[config.mk]
export PLATFORM = sky130hd
export DESIGN_NAME = stall_sched_flat
export DESIGN_NICKNAME = d
export VERILOG_FILES = /design/src/rtl/stall_sched_if.sv /design/src/rtl/stall_sched.sv /design/src/flat_wrapper.sv
export SDC_FILE = /design/constraint.sdc
export NUM_CORES = 1
export LEC_CHECK = 0
export ABC_AREA = 1
export BUFFER_PORTS_ARGS = -buffer_cell sky130_fd_sc_hd__buf_2
export CAP_MARGIN = 20
export CORE_AREA = 4 4 44 46
export CTS_CLUSTER_DIAMETER = 150
export DETAILED_ROUTE_END_ITERATION = 8
export DIE_AREA = 0 0 48 50
export PLACE_DENSITY = 0.77
export SLEW_MARGIN = 25
export SYNTH_ARGS = -nofsm -noshare
export SYNTH_HDL_FRONTEND = slang
export SYNTH_SLANG_ARGS = --single-unit
export TNS_END_PERCENT = 50
[constraint.sdc]
create_clock -name dclk -period 1.2 [get_ports dclk]
set_input_delay 0.06 -clock dclk [delete_from_list [all_inputs] [get_ports dclk]]
set_output_delay 0.06 -clock dclk [all_outputs]
set_load 0.05 [all_outputs]
[src/rtl/stall_sched_if.sv]
// Shared memory port handshake between the pipeline scheduler and the port controller.
// Signal names carry the scheduler's view of direction.
interface stall_sched_if;
   logic if_req_i;
   logic mem_req_i;
   logic port_done_i;
   logic port_req_o;
   logic port_sel_o;

   modport master (
      output if_req_i,
      output mem_req_i,
      output port_done_i,
      input  port_req_o,
      input  port_sel_o
   );

   modport slave (
      input  if_req_i,
      input  mem_req_i,
      input  port_done_i,
      output port_req_o,
      output port_sel_o
   );
endinterface

[src/rtl/stall_sched.sv]
// Pipeline scheduler: arbitrates the shared memory port (MEM over IF) and drives stage stall codes.
// Optional stall-cycle counter is built when STALL_PERF_CNT_EN is defined.
module stall_sched (
   input  logic         dclk,
   input  logic         rst,
   stall_sched_if.slave port,
   input  logic         ex_load_i,
   input  logic [4:0]   ex_waddr_i,
   input  logic         id_re1_i,
   input  logic         id_re2_i,
   input  logic [4:0]   id_raddr1_i,
   input  logic [4:0]   id_raddr2_i,
   input  logic         ex_branch_i,
   output logic [1:0]   stl_PC_o,
   output logic [1:0]   stl_IFID_o,
   output logic [1:0]   stl_IDEX_o,
   output logic [1:0]   stl_EXMEM_o,
   output logic [1:0]   stl_MEMWB_o
`ifdef STALL_PERF_CNT_EN
   ,
   output logic [31:0]  stall_cycles_o
`endif
);

   localparam logic [1:0] IDLE    = 2'd0;
   localparam logic [1:0] IF_ACC  = 2'd1;
   localparam logic [1:0] MEM_ACC = 2'd2;

   localparam logic [1:0] GO     = 2'b00;
   localparam logic [1:0] STALL  = 2'b01;
   localparam logic [1:0] BUBBLE = 2'b10;

   logic [1:0] state_q, state_d;
   logic       kill_q, kill_d;
   logic       memwait;
   logic       ifdone;
   logic       loaduse;
   logic       branch_take;

   // Port ownership FSM; the mandatory IDLE cycle falls out of returning to IDLE on done.
   always_comb begin
      state_d = state_q;
      unique case (state_q)
         IDLE: begin
            if (port.mem_req_i) begin
               state_d = MEM_ACC;
            end else if (port.if_req_i) begin
               state_d = IF_ACC;
            end
         end
         IF_ACC, MEM_ACC: begin
            if (port.port_done_i) begin
               state_d = IDLE;
            end
         end
         default: state_d = IDLE;
      endcase
   end

   always_comb begin
      memwait = port.mem_req_i && !(state_q == MEM_ACC && port.port_done_i);
      ifdone  = (state_q == IF_ACC) && port.port_done_i;
      loaduse = ex_load_i && (ex_waddr_i != 5'd0) &&
                ((id_re1_i && (id_raddr1_i == ex_waddr_i)) ||
                 (id_re2_i && (id_raddr2_i == ex_waddr_i)));
      // A branch held off by memwait stays asserted and is taken once memwait drops.
      branch_take = ex_branch_i && !memwait;
   end

   // Remember that the in-flight fetch belongs to the wrong path.
   always_comb begin
      kill_d = kill_q;
      if (ifdone) begin
         kill_d = 1'b0;
      end else if (branch_take && (state_q == IF_ACC)) begin
         kill_d = 1'b1;
      end
   end

   always_ff @(posedge dclk or posedge rst) begin
      if (rst) begin
         state_q <= IDLE;
         kill_q  <= 1'b0;
      end else begin
         state_q <= state_d;
         kill_q  <= kill_d;
      end
   end

   assign port.port_req_o = (state_q != IDLE);
   assign port.port_sel_o = (state_q == MEM_ACC);

   // Stage codes, highest-priority rule first; a fetch completing while IF_ID is not Go is dropped.
   always_comb begin
      stl_PC_o    = STALL;
      stl_IFID_o  = BUBBLE;
      stl_IDEX_o  = GO;
      stl_EXMEM_o = GO;
      stl_MEMWB_o = GO;
      if (rst) begin
         stl_PC_o    = BUBBLE;
         stl_IFID_o  = BUBBLE;
         stl_IDEX_o  = BUBBLE;
         stl_EXMEM_o = BUBBLE;
         stl_MEMWB_o = BUBBLE;
      end else if (memwait) begin
         stl_PC_o    = STALL;
         stl_IFID_o  = STALL;
         stl_IDEX_o  = STALL;
         stl_EXMEM_o = STALL;
         stl_MEMWB_o = BUBBLE;
      end else if (ex_branch_i) begin
         stl_PC_o    = GO;
         stl_IFID_o  = BUBBLE;
         stl_IDEX_o  = BUBBLE;
      end else if (loaduse) begin
         stl_PC_o    = STALL;
         stl_IFID_o  = STALL;
         stl_IDEX_o  = BUBBLE;
      end else if (ifdone && !kill_q) begin
         stl_PC_o    = GO;
         stl_IFID_o  = GO;
      end
   end

`ifdef STALL_PERF_CNT_EN
   logic [31:0] stall_cnt_q;

   always_ff @(posedge dclk or posedge rst) begin
      if (rst) begin
         stall_cnt_q <= 32'd0;
      end else if ((stl_PC_o != GO) && (stall_cnt_q != 32'hFFFF_FFFF)) begin
         stall_cnt_q <= stall_cnt_q + 32'd1;
      end
   end

   assign stall_cycles_o = stall_cnt_q;
`endif

endmodule

[src/flat_wrapper.sv]
// flat-port wrapper written by rule: the top's interface ports become plain ports
module stall_sched_flat 
  (dclk, rst, ex_load_i, ex_waddr_i, id_re1_i, id_re2_i, id_raddr1_i, id_raddr2_i, ex_branch_i, stl_PC_o, stl_IFID_o, stl_IDEX_o, stl_EXMEM_o, stl_MEMWB_o, port_if_req_i, port_mem_req_i, port_port_done_i, port_port_req_o, port_port_sel_o);
  stall_sched_if port_i ();
  input  logic dclk;
  input  logic rst;
  input  logic ex_load_i;
  input  logic [4:0] ex_waddr_i;
  input  logic id_re1_i;
  input  logic id_re2_i;
  input  logic [4:0] id_raddr1_i;
  input  logic [4:0] id_raddr2_i;
  input  logic ex_branch_i;
  output logic [1:0] stl_PC_o;
  output logic [1:0] stl_IFID_o;
  output logic [1:0] stl_IDEX_o;
  output logic [1:0] stl_EXMEM_o;
  output logic [1:0] stl_MEMWB_o;
  input wire logic [$bits(port_i.if_req_i)-1:0] port_if_req_i;
  input wire logic [$bits(port_i.mem_req_i)-1:0] port_mem_req_i;
  input wire logic [$bits(port_i.port_done_i)-1:0] port_port_done_i;
  output wire logic [$bits(port_i.port_req_o)-1:0] port_port_req_o;
  output wire logic [$bits(port_i.port_sel_o)-1:0] port_port_sel_o;
  assign port_i.if_req_i = port_if_req_i;
  assign port_i.mem_req_i = port_mem_req_i;
  assign port_i.port_done_i = port_port_done_i;
  assign port_port_req_o = port_i.port_req_o;
  assign port_port_sel_o = port_i.port_sel_o;
  stall_sched u_core (.dclk(dclk), .rst(rst), .port(port_i), .ex_load_i(ex_load_i), .ex_waddr_i(ex_waddr_i), .id_re1_i(id_re1_i), .id_re2_i(id_re2_i), .id_raddr1_i(id_raddr1_i), .id_raddr2_i(id_raddr2_i), .ex_branch_i(ex_branch_i), .stl_PC_o(stl_PC_o), .stl_IFID_o(stl_IFID_o), .stl_IDEX_o(stl_IDEX_o), .stl_EXMEM_o(stl_EXMEM_o), .stl_MEMWB_o(stl_MEMWB_o));
endmodule
* Yosys cells after proc, flatten, opt, wreduce, memory -nomap -nowiden *
Index checks and enable logic that the tools add are counted.

operators by class
  equality and inequality tests = 6
  muxes and demuxes = 24
  reduce and logical (&&, ||, !) cells = 20

operators with widths
  cell                                                                   count
  2-bit two-way mux                                                      19
  5-bit equality test                                                    2
  1-bit logical AND                                                      10
  5-bit nonzero test                                                     1
  1-bit two-way mux                                                      4
  2-bit one-hot mux with 2 select lines                                  1
  2-bit nonzero test                                                     2
  1-bit zero test                                                        3
  3-bit != test, second input constant                                   1
  2-bit by 1-bit equality test with 1-bit output, second input constant  1
  2-bit equality test, second input constant                             1
  2-bit zero test                                                        1
  2-bit != test, second input constant                                   1
  2-bit AND reduction                                                    1
  2-bit OR reduction                                                     1
  1-bit logical OR                                                       1

word-level totals
  flip-flop bits (word level) = 3
  output and inout port bits = 12

* Longest topological paths before layout *
Gate-level depths: netlist of run 1.

  depth in word-level cells = 9
  depth in mapped cells = 9

* Least setup slack after synthesis of run 1 *
No wires, ideal clock.

  path type = register to output
  from = register u_core.state_q[0]
  to = output port stl_IFID_o[1]
  arrival = 2.137 ns
  setup slack = -0.997 ns
  stages on the path, launching flop included = 9
  buffers on the path = 0
  cell sequence = dfrtp_1 -> inv_1 -> ha_1 -> a21boi_1 -> inv_1 -> nor2_2 -> inv_1 -> nand2_2 -> nor2_2

on the way
  elaborated cells between the ends (all ways) = 12
  those cells by class = eq/ne (2); mux (5); reduce/logical (5)

RTL lines
  element                    line                text
  from (decl)                stall_sched.sv:33   logic [1:0] state_q, state_d;
  from (signal assigned)     stall_sched.sv:85   state_q <= state_d;
  2-bit equality test        --
  named net port_port_sel_o  flat_wrapper.sv:23  output wire logic [$bits(port_i.port_sel_o)-1:0] port_port_sel_o;
  1-bit logical AND          stall_sched.sv:61   memwait = port.mem_req_i && !(state_q == MEM_ACC && port.port_done_i);
  1-bit zero test            stall_sched.sv:61
  1-bit logical AND          stall_sched.sv:61
  2-bit two-way mux          stall_sched.sv:106  end else if (memwait) begin
  2-bit two-way mux          stall_sched.sv:100  if (rst) begin
  to (decl)                  flat_wrapper.sv:15  output logic [1:0] stl_IFID_o;

The timed path passes the listed nets, and every way through them passes these cells.

* Worst setup path in the final report of run 1 *
  from = register u_core.state_q[0]
  to = output port stl_IFID_o[1]

on the way
  word-level cells in the longest chain between the ends = 8
  elaborated cells between the ends (all ways) = 12
  those cells by class = eq/ne (2); mux (5); reduce/logical (5)

ends and longest elaborated chain
  element                                         line                text
  2-bit by 1-bit equality test with 1-bit output  stall_sched.sv:62   ifdone = (state_q == IF_ACC) && port.port_done_i;
  1-bit logical AND                               stall_sched.sv:62
  1-bit logical AND                               stall_sched.sv:120  end else if (ifdone && !kill_q) begin
  2-bit two-way mux                               stall_sched.sv:120
  2-bit two-way mux                               stall_sched.sv:116  end else if (loaduse) begin
  2-bit two-way mux                               stall_sched.sv:112  end else if (ex_branch_i) begin
  2-bit two-way mux *                             stall_sched.sv:106
  2-bit two-way mux *                             stall_sched.sv:100

Every way passes the cells marked *; elsewhere a longest branch is shown, timed or not.

==> results.toml, run 1 <==
[outcome]
outcome = "finished, violations left"
violations = "setup timing"

[synthesis]
ys_warn_count = 0
synth_area_um2 = 530.5
synth_edf_count = 0
synth_nets = 130
synth-async-reset-ratio_pct = 100.0
syn_avg_cell_area_um2 = 5.151
synth-seq-cells = 3
synthCells = 103
yosysSeqAreaShare_pct = 14.15
synthFlopType = "dfrtp_1"
synth.distinct_cells = 17

[place]
portBuffers = 34
pre_cts_ws_ns = -0.2603
place_congestion = 0.7618
hpwl_um = 1333

[global_route]
grt_use_met1_pct = 12.77
grt_pass1_vias = 734
busiest_layer = "met2"
grt_pass1_wl_um = 2525
grtUsageMet3_pct = 1.455
use_met2_pct = 28.19
grt_max_degree = 7
grtUsageTotal_pct = 14.08
grt_overflow = 0
grt_antenna_before_repair = 0

[worst_setup_path]
cp.arrival_ns = 1.55
critPathKind = "reg -> out"
slowest_delay_ns = 0.40
path_buf_inv = 4
cp-start-kind = "flop"
cp_cell_sequence = "inv_2 -> ha_4 -> a21boi_2 -> inv_2 -> nor2_4 -> inv_4 -> nand2_8 -> nor2_4 -> buf_8"
cp-end-kind = "output port"
cp_top_family = "flip-flops"
cp.required_ns = 1.14
critical-path-slowest-cell = "dfrtp_1"
worstPathMaxFanout = 4

[flow_run]
cap_violations = 0

[floorplan]
placeableCoreArea_um2 = 1506
num_rows = 14
initial_core_util_pct = 35.22
die_w_um = 48
ioPinCount = 36
die_h_um = 50
dieArea_um2 = 2400

[clocking]
clk_pin_slew_ns = 0.04
cts_tree = "done"
cts_buffers = 3
htreeDepth = 1
root_buffer = "clkbuf_4"
cts.path.max_buffers = 2
clock_latency_ns = 0.22
numClockSinks = 3

[timing]
tns_ns = -3.038
final.period_utilization_pct = 133.9
rsz0062_at_grt = "true"
fin_skew_ns = 0.003901
min_period_ns = 1.607
slew_violations = 0
setup_viol_count_final = 11
hold_violations = 0
setup_slack_ns = -0.4071
fmax_mhz = 622.2

[route]
wl_per_cell_um = 10.06
detail_route.iter0.violations = 8
via_per_inst = 4.393
firstDrtPassIters = 4
vias = 738
wirelength_um = 1690
ant_nets = 0
drc = 0

[cells_and_area]
drive_above_1_share_pct = 49.34
nets = 180
synthToLayoutAreaGrowth_pct = 87.26
antenna_cells = 0

[pwr]
vdd_ir_drop_max_mv = 0.7325
p_leak_nw = 0.6061
cellPowerDensity_nw_per_um2 = 1477

[min_path]
hold_path.class = "in -> reg"
## cells in the mapped netlist, types with 2 or more instances
cell type   n  share of area, %
inv_1      25                18
buf_4       4               5.7
a21oi_1     2               1.9
nand2_2     3               3.5
nor2_1     13               9.2
ha_1        3               7.1
nand2_1    33                23
o21ai_0     3               2.8
dfrtp_1     3                14
nand3_1     5               4.7
inv_2       2               1.4
nor2_2      2               2.4
## worst reg2reg max path: stages (launching register included)
cell and delay, ns:
dfrtp_1 0.41, inv_2 0.10, buf_4 0.11, ha_2 0.18, inv_2 0.04, nor2_1 0.08, inv_1 0.05, nor2_1 0.09
nor2_1 0.06, o21ai_1 0.11, inv_1 0.04
## power by group
part	internal [mW]	switching, mW	total, mW
registers	0.148	0.0424	0.190
clock network	0.124	0.0446	0.169
logic	0.492	0.617	1.11
## metal layers
| metal | share of wire [%] | up-vias |
|---|---|---|
| li1 | - | 392 |
| met1 | 33 | 317 |
| met2 | 59 | 25 |
| met3 | 5.6 | 4 |
| met4 | 2.5 | 0 |
| met5 | 0 | - |
## area by class of cell
cell class	instances	area, um2
Timing Repair Buffer	49	364.1
Fill cell	142	513.0
Sequential cell	3	75.07
Clock buffer	4	26.28
Multi-Input combinational cell	69	404.1
Tap cell	16	20.02
Inverter	27	103.9
## what timing repair did
action	in CTS	in global routing
endpoints found under the setup margin	10	12
buffers inserted	3	4
resized for setup	20	17
hold endpoints to repair	3	0
hold buffers	1	0
pin swaps	1	3
## placed cells by master, fill, tap and decap left out, types with 3 or more instances in the layout
cell type | netlist | routed
nand2_2 | 3 | 3
inv_2 | 2 | 6
clkbuf_4 | 0 | 3
inv_1 | 25 | 20
nand2_1 | 33 | 32
buf_2 | 0 | 25
buf_8 | 0 | 5
buf_6 | 0 | 5
nor2_1 | 13 | 12
dfrtp_1 | 3 | 3
buf_4 | 4 | 13
nand3_1 | 5 | 3
## flip-flops by register name, summed over array words and instances (netlist names)
name,flops
u_core.state_q,2
u_core.kill_q,1
## stage by stage
stage	hold slack [ns]	instance area (um2)	power [mW]	instances	utilization, %
2_1_floorplan	-0.1780	585.6	0.7636	103	-
3_3_place_gp	-0.0009824	798.3	0.9684	156	52.99
3_5_place_dp	0.002978	798.3	1.011	156	52.99
4_1_cts	0.1062	912.1	1.324	164	60.55
5_1_grt	0.1292	993.5	1.583	168	65.95
6_report	0.1183	993.5	1.467	168	65.95
## final timing paths
check                                                     end  slack [ns]  depth (start not counted)                          start
min in group asynchronous       u_core.state_q[1]$_DFFE_PP0P_        0.35                          3                            rst
worst min-delay path            u_core.state_q[1]$_DFFE_PP0P_        0.12                          3                 port_mem_req_i
worst max register to register  u_core.state_q[0]$_DFFE_PP0P_       -0.20                         10  u_core.state_q[0]$_DFFE_PP0P_
max in group asynchronous           u_core.kill_q$_DFFE_PP0P_        0.69                          3                            rst
worst min register to register      u_core.kill_q$_DFFE_PP0P_        0.55                          2      u_core.kill_q$_DFFE_PP0P_
worst max-delay path                            stl_IFID_o[1]       -0.41                          9  u_core.state_q[0]$_DFFE_PP0P_
## cell families (layout without fill, tap and decap cells)
| family | Yosys count | count (layout) | synth area share, % |
|---|---|---|---|
| AO/OA/AOI/OAI | 6 | 6 | 6.132 |
| adder cells (fa/ha/maj) | 3 | 3 | 7.076 |
| buffers and inverters | 31 | 80 | 24.76 |
| flip-flops | 3 | 3 | 14.15 |
| other | 1 | 1 | 0.7069 |
| AND/OR/NAND/NOR | 59 | 59 | 47.17 |
(Power assumes the default switching activity.)
==> run 2: changes to the inputs <==
REMOVE_ABC_BUFFERS = 1   (was not set)
==> run 2 against run 1 <==
- the run still ends with setup timing left
- die area did not move
- clock skew decreased by 0.0036 ns
- critical path type unchanged
- routed wire length decreased by 10%
- core utilization down 4.2 points
- sequential cell count stayed put
==> results.toml, run 2 (synthesis gave the netlist of run 1 again) <==
[outcome]
outcome = "finished, violations left"
violations = "setup timing"

[worst_setup_path]
cp-end-kind = "output port"
cp.arrival_ns = 1.44
critPathKind = "reg -> out"
worstPathMaxFanout = 3
cp.required_ns = 1.14
cp-start-kind = "flop"

[clocking]
root_buffer = "clkbuf_4"
cts_buffers = 3
clk_pin_slew_ns = 0.04
numClockSinks = 3
cts_tree = "done"
htreeDepth = 1
clock_latency_ns = 0.24
cts.path.max_buffers = 2

[place]
place_congestion = 0.7815
hpwl_um = 1167
portBuffers = 34

[cells_and_area]
largest_register_ffs = 2
fill_cells = 128
drive_above_1_share_pct = 46.58
synthToLayoutAreaGrowth_pct = 75.47
multi_input_area_um2 = 392.9
nets = 174
largest-register = "u_core.state_q"
reg_top3 = "u_core.state_q x2, u_core.kill_q x1"
final_util_pct = 61.79
mostFrequentLayoutCell = "nand2_1"
antenna_cells = 0
register_area_um2 = 75.07
final_cell_mix = "nand2_1, buf_2, inv_1"

[pwr]
power.share.clock_pct = 13.0
total_power_mw = 1.408
swShare_pct = 49.38
comb_power_share_pct = 74.3
vdd_ir_drop_max_mv = 1.002
power.internal_mw = 0.7125
cellPowerDensity_nw_per_um2 = 1512
seq_power_share_pct = 12.6
p_switching_mw = 0.6952
p_leak_nw = 0.5677

[global_route]
grt_pass1_vias = 618
grt_antenna_before_repair = 0
grt_pass1_wl_um = 2366
grtUsageTotal_pct = 13.60
grt_max_degree = 7
grt_overflow = 0

[timing]
setup_viol_count_final = 10
fmax_mhz = 667.8
whs_ns = 0.1096
rsz0062_at_grt = "true"
min_period_ns = 1.498
final.period_utilization_pct = 124.8
slew_violations = 0
setup_slack_ns = -0.2976
fin_skew_ns = 0.0002909
tns_ns = -2.063
hold_violations = 0

[route]
wirelength_um = 1521
via_per_inst = 4.327
detail_route.iter0.violations = 6
vias = 701
drc = 0
wl_per_cell_um = 9.389
ant_nets = 0
firstDrtPassIters = 4

[floorplan]
num_rows = 14
die_w_um = 48
ioPinCount = 36
die_h_um = 50
dieArea_um2 = 2400
placeableCoreArea_um2 = 1506
initial_core_util_pct = 35.22

[min_path]
hold_path.class = "in -> reg"

[flow_run]
cap_violations = 0
==> run 2: final timing paths <==
check                      slack, ns                             to  depth (start not counted)                           from
setup / recovery               -0.30                  stl_IFID_o[1]                          8  u_core.state_q[1]$_DFFE_PP0P_
min in group asynchronous       0.33  u_core.state_q[1]$_DFFE_PP0P_                          3                            rst
hold reg to reg                 0.54      u_core.kill_q$_DFFE_PP0P_                          2      u_core.kill_q$_DFFE_PP0P_
setup reg to reg               -0.20  u_core.state_q[0]$_DFFE_PP0P_                         10  u_core.state_q[1]$_DFFE_PP0P_
hold / removal                  0.11  u_core.state_q[1]$_DFFE_PP0P_                          3                 port_mem_req_i
max in group asynchronous       0.73  u_core.state_q[0]$_DFFE_PP0P_                          3                            rst
==> run 2: final cells by class <==
| cell class | count | share of cell area, % |
|---|---|---|
| multi-input combinational | 69 | 42.20 |
| timing repair buffer | 43 | 33.87 |
| inverter | 27 | 10.89 |
| sequential | 3 | 8.065 |
| clock buffer | 4 | 2.823 |
| tap | 16 | 2.151 |
==> run 2: worst max-delay path, stage by stage, from the launching register on <==
cell	delay [ns]
dfrtp_1	0.41
ha_4	0.18
a21boi_2	0.12
inv_2	0.07
nor2_4	0.10
inv_2	0.06
nand2_4	0.07
nor2_2	0.05
buf_6	0.15
==> run 2: metrics by stage <==
stage	cells	cell area (um2)	setup WS [ns]
2_1_floorplan	99	500.5	-1.392
3_3_place_gp	154	728.2	-0.1612
3_5_place_dp	154	728.2	-0.2118
4_1_cts	160	847.1	-0.3373
5_1_grt	162	930.9	-0.3791
6_report	162	930.9	-0.2976
==> run 2: timing repair <==
item / CTS / global route
gates resized for setup: 27 / 18
setup buffers: 1 / 2
setup endpoints to repair: 11 / 11
pin swaps: 4 / 2
hold buffers: 1 / 0
hold endpoints to repair: 3 / 0
==> run 2: routing by layer <==
layer	part of all wire [%]	global-route usage, %	routed length, um
met1	36	15.58	542
met2	58	21.59	887
met3	5.2	4.364	79
met4	0.79	6.726	12
met5	0	0	0
==> run 2: power groups by stage <==
stage | Combinational [mW] | Clock [mW] | Sequential, mW
3_5_place_dp | 0.748 | 0 | 0.172
5_1_grt | 1.15 | 0.202 | 0.187
2_1_floorplan | 0.507 | 0 | 0.166
4_1_cts | 0.897 | 0.191 | 0.175
3_3_place_gp | 0.733 | 0 | 0.169
6_report | 1.05 | 0.183 | 0.178
